[config.mk]
export PLATFORM = sky130hd
export DESIGN_NAME = hazard_stall_ctrl
export DESIGN_NICKNAME = d
export VERILOG_FILES = /design/src/rtl/hazard_pkg.sv /design/src/rtl/hazard_detect.sv /design/src/rtl/hazard_stall_ctrl.sv
export SDC_FILE = /design/constraint.sdc
export NUM_CORES = 1
export LEC_CHECK = 0
export ABC_AREA = 1
export CORE_AREA = 8 8 45 47
export DETAILED_ROUTE_END_ITERATION = 7
export DIE_AREA = 0 0 53 55
export SYNTH_ARGS = -nofsm -noshare
export SYNTH_HDL_FRONTEND = slang
export SYNTH_SLANG_ARGS = --single-unit
[constraint.sdc]
create_clock -name clk -period 2.5 [get_ports clk]
set_clock_uncertainty 0.1 [all_clocks]
set_input_delay 0.5 -clock clk [delete_from_list [all_inputs] [get_ports clk]]
set_output_delay 0.5 -clock clk [all_outputs]
set_load 0.05 [all_outputs]
[src/rtl/hazard_pkg.sv]
// Shared types and constants for the hazard / stall controller.
package hazard_pkg;

    localparam int REG_AW_DEF = 5;
    localparam int LU_CW      = 3;

    typedef enum logic [1:0] {
        RUN,
        LU_STALL,
        MEM_WAIT
    } state_t;

endpackage

[src/rtl/hazard_detect.sv]
// Load-use compare between the ID sources and the EX load destination.
module hazard_detect
    import hazard_pkg::*;
#(
    parameter int REG_AW = REG_AW_DEF
) (
    input  logic [REG_AW-1:0] id_rs1,
    input  logic [REG_AW-1:0] id_rs2,
    input  logic              id_use_rs1,
    input  logic              id_use_rs2,
    input  logic [REG_AW-1:0] ex_rd,
    input  logic              ex_mem_read,
    output logic              lu_hit
);

    logic rs1_hit;
    logic rs2_hit;

    assign rs1_hit = id_use_rs1 && (id_rs1 == ex_rd);
    assign rs2_hit = id_use_rs2 && (id_rs2 == ex_rd);

    // x0 is hardwired zero, so a load to it never creates a dependency
    assign lu_hit = ex_mem_read && (ex_rd != '0) && (rs1_hit || rs2_hit);

endmodule

[src/rtl/hazard_stall_ctrl.sv]
// Pipeline stall / flush / freeze controller for load-use and memory waits.
// Optional HAZARD_STATS_EN adds saturating bubble and freeze cycle counters.
module hazard_stall_ctrl
    import hazard_pkg::*;
#(
    parameter int REG_AW   = REG_AW_DEF,
    parameter int LOAD_LAT = 1
) (
    input  logic              clk,
    input  logic              rst_n,
    input  logic [REG_AW-1:0] id_rs1,
    input  logic [REG_AW-1:0] id_rs2,
    input  logic              id_use_rs1,
    input  logic              id_use_rs2,
    input  logic [REG_AW-1:0] ex_rd,
    input  logic              ex_mem_read,
    input  logic              ex_branch_taken,
    input  logic              dmem_req,
    input  logic              dmem_ready,
    output logic              stall_pc,
    output logic              stall_ifid,
    output logic              bubble_idex,
    output logic              flush_ifid,
    output logic              freeze,
    output logic              lu_busy
`ifdef HAZARD_STATS_EN
    ,
    output logic [31:0]       stat_lu_cnt,
    output logic [31:0]       stat_mw_cnt
`endif
);

    localparam logic [LU_CW-1:0] LU_INIT = LU_CW'(LOAD_LAT - 1);
    localparam logic [LU_CW-1:0] LU_ONE  = LU_CW'(1);

    state_t           state;
    state_t           state_nx;
    logic [LU_CW-1:0] cnt;
    logic [LU_CW-1:0] cnt_nx;
    logic             lu_hit;
    logic             mw_hit;
    logic             stall;
    logic             bubble;
    logic             flush;
    logic             frz;
    logic             busy;

    hazard_detect #(
        .REG_AW (REG_AW)
    ) u_detect (
        .id_rs1      (id_rs1),
        .id_rs2      (id_rs2),
        .id_use_rs1  (id_use_rs1),
        .id_use_rs2  (id_use_rs2),
        .ex_rd       (ex_rd),
        .ex_mem_read (ex_mem_read),
        .lu_hit      (lu_hit)
    );

    assign mw_hit = dmem_req && !dmem_ready;

    always_comb begin
        state_nx = state;
        cnt_nx   = cnt;
        stall    = 1'b0;
        bubble   = 1'b0;
        flush    = 1'b0;
        frz      = 1'b0;
        busy     = 1'b0;
        if (state == LU_STALL) begin
            stall = 1'b1;
            busy  = 1'b1;
            if (mw_hit) begin
                frz = 1'b1;
            end else begin
                bubble = 1'b1;
                if (cnt <= LU_ONE) begin
                    state_nx = RUN;
                    cnt_nx   = '0;
                end else begin
                    cnt_nx = cnt - LU_ONE;
                end
            end
        end else if (mw_hit) begin
            frz      = 1'b1;
            stall    = 1'b1;
            state_nx = MEM_WAIT;
        end else begin
            // RUN, or the release cycle of MEM_WAIT
            state_nx = RUN;
            if (ex_branch_taken) begin
                flush  = 1'b1;
                bubble = 1'b1;
            end else if (lu_hit) begin
                stall  = 1'b1;
                bubble = 1'b1;
                if (LOAD_LAT > 1) begin
                    state_nx = LU_STALL;
                    cnt_nx   = LU_INIT;
                end
            end
        end
    end

    always_ff @(posedge clk or negedge rst_n) begin
        if (!rst_n) begin
            state <= RUN;
            cnt   <= '0;
        end else begin
            state <= state_nx;
            cnt   <= cnt_nx;
        end
    end

    // Outputs are forced low while reset is held, without waiting for a clock
    assign stall_pc    = rst_n & stall;
    assign stall_ifid  = rst_n & stall;
    assign bubble_idex = rst_n & bubble;
    assign flush_ifid  = rst_n & flush;
    assign freeze      = rst_n & frz;
    assign lu_busy     = rst_n & busy;

`ifdef HAZARD_STATS_EN
    always_ff @(posedge clk or negedge rst_n) begin
        if (!rst_n) begin
            stat_lu_cnt <= '0;
            stat_mw_cnt <= '0;
        end else begin
            if (bubble && !flush && (stat_lu_cnt != '1))
                stat_lu_cnt <= stat_lu_cnt + 32'd1;
            if (frz && (stat_mw_cnt != '1))
                stat_mw_cnt <= stat_mw_cnt + 32'd1;
        end
    end
`endif

endmodule

==> flow_metrics.py <==
metrics = {
    "synthesis": {
        "synth_fp_nets": 95,
        "ys_seq_area_share_pct": 0,
        "synthDistinctLibCells": 10,
        "syn_inst": 72,
        "synth_top_area_share_pct": 41.6,
        "avgSynthCellArea_um2": 4.01,
        "synthTopCellsByCount": "nand2_1 (32), inv_1 (16), nor2_1 (11)",
        "synth_top_area_cell": "nand2_1",
        "yosysWarnings": 0,
        "synthTopCellsByArea": "nand2_1 (42%), inv_1 (21%), nor2_1 (14%), nand3_1 (6.9%), buf_4 (5.2%)",
        "synth_area_um2": 289,
        "synth_most_common_cell": "nand2_1",
    },
    "route": {
        "wire_per_inst_um": 8.81,
        "routed_wl_um": 996,
        "vias_per_cell": 3.78,
        "ant_nets": 0,
        "initialDrtViolationCount": 6,
        "drc": 0,
        "drtPass1Iterations": 4,
        "vias": 427,
    },
    "flow_run": {
        "maxCapViolCount": 0,
    },
    "sta": {
        "final_max_slew_viol_count": 0,
        "period_needed_ns": 2.36,
        "finalSetupViolCount": 0,
        "rsz0062_at_grt": "false",
        "fmax_ghz": 0.424,
        "finalCritPeriodShare_pct": 94.4,
        "finalHoldViolCount": 0,
        "timing.setup.tns_ns": 0,
    },
    "critical_path": {
        "cp.required_ns": 1.90,
        "critPathKind": "in2out",
        "worst-path-max-fanout": 2,
        "cp_cell_sequence": "clkdlybuf4s50_1 > inv_1 > nand2_1 > nand2_1 > nor2_1 > nand3_1 > nand2_1 > nand3_1 > nand2_2 > buf_12",
        "cp-end-kind": "primary output",
        "path_delay_family": "buffers and inverters",
        "arrival_ns": 1.76,
        "slowest_delay_ns": 0.49,
        "crit_buf_inv": 3,
        "cp_slowest_cell": "clkdlybuf4s50_1",
        "path_common_cell": "nand2_1",
        "worstSetupStartpointType": "primary input",
    },
    "final_layout": {
        "nFlopsAndLatches": 0,
        "diodes": 0,
        "regArea_um2": 0,
        "num-fill-cells": 152,
        "postLayoutCoreUtil_pct": 45.3,
        "drive_above_1_share_pct": 11.3,
        "final_nets": 122,
        "area_delta_synth_final_pct": 117,
        "multi_input_area_um2": 205,
        "nClkBuffers": 0,
    },
    "floorplanning": {
        "io_pins": 29,
        "initial_core_util_pct": 20.9,
        "coreArea_um2": 1380,
        "die_h_um": 55,
        "die-area_um2": 2920,
        "rows": 14,
        "dieWidth_um": 53,
    },
    "status": {
        "status": "finished clean",
    },
    "placement": {
        "post-dp-hpwl_um": 927,
        "gp_congestion": 0.730,
        "portBuffers": 27,
    },
    "worst_hold_path": {
        "hold_path.class": "in2out",
    },
    "cts": {
        "cts_hold_buf": 0,
        "cts_setup_buffers": 0,
        "cts_resized": 0,
    },
    "pwr": {
        "power_frac_comb_pct": 100.0,
        "seqPwrFrac_pct": 0,
        "power_switching_w": 0.0000492,
        "internal_power_w": 0.0000556,
        "p_leak_nw": 0.401,
        "switching_share_pct": 46.9,
        "ir_worst_vdd_uv": 59.2,
        "power_frac_clock_pct": 0,
        "power_density_nw_per_um2": 167,
    },
    "grt": {
        "grt_pass1_wl_mm": 1.60,
        "antenna_found_initial": 0,
        "globalRoute.totalOverflow": 0,
        "grt_max_degree": 5,
        "grt_pass1_vias": 409,
        "grt_usage_pct": 6.59,
    },
}
-- final cells by class --
class,instances,area share (%)
multi-input cells,51,32.7
inverters,19,11.4
repair buffers,27,52.7
well taps,16,3.19
-- metrics by stage --
step	cells	hold WS (ns)	setup WS, ns	instance area [um^2]	total power, W
after floorplan	72	1.15	0.340	289	0.0000469
after global placement	113	1.62	0.0486	614	0.000105
after detailed placement	113	1.62	0.0347	614	0.000106
after CTS	113	1.62	0.0290	614	0.000106
after global routing	113	1.64	0.00489	627	0.000114
final	113	1.55	0.140	627	0.000105
-- final timing paths --
| path | cells past startpoint | slack (ns) | to | from |
|---|---|---|---|---|
| hold / removal | 6 | 1.55 | bubble_idex | ex_rd[4] |
| setup / recovery | 10 | 0.14 | stall_pc | id_rs2[4] |
-- power by group through the flow --
stage	registers [W]	clock network (W)	logic [W]
detailed placement	0	0	0.000106
global route	0	0	0.000114
finish	0	0	0.000105
CTS	0	0	0.000106
floorplan	0	0	0.0000469
global placement	0	0	0.000105
-- routing by layer --
metal,global-route usage [%],share of wire [%],wire length [um]
met5,0,0,0
met2,12.5,51,512
met1,7.99,44,441
met4,0,0,0
met3,1.07,4.3,43
-- cell families after synthesis --
group	share of synthesized area (%)
AND/OR/NAND/NOR	67.1
other	1.30
buffers and inverters	29.9
AO/OA/AOI/OAI	1.73
-- cell usage in the layout, fill, tap and decap left out --
cell type	count
dlymetal6s2s_1	4
nand2_1	31
inv_2	4
nor2_1	11
clkdlybuf4s50_1	18
nand4_1	1
buf_12	5
conb_1	1
nand2_2	2
nand3_1	4
o21ai_0	1
inv_1	15
Note: power is estimated with default switching activity, not from simulation.
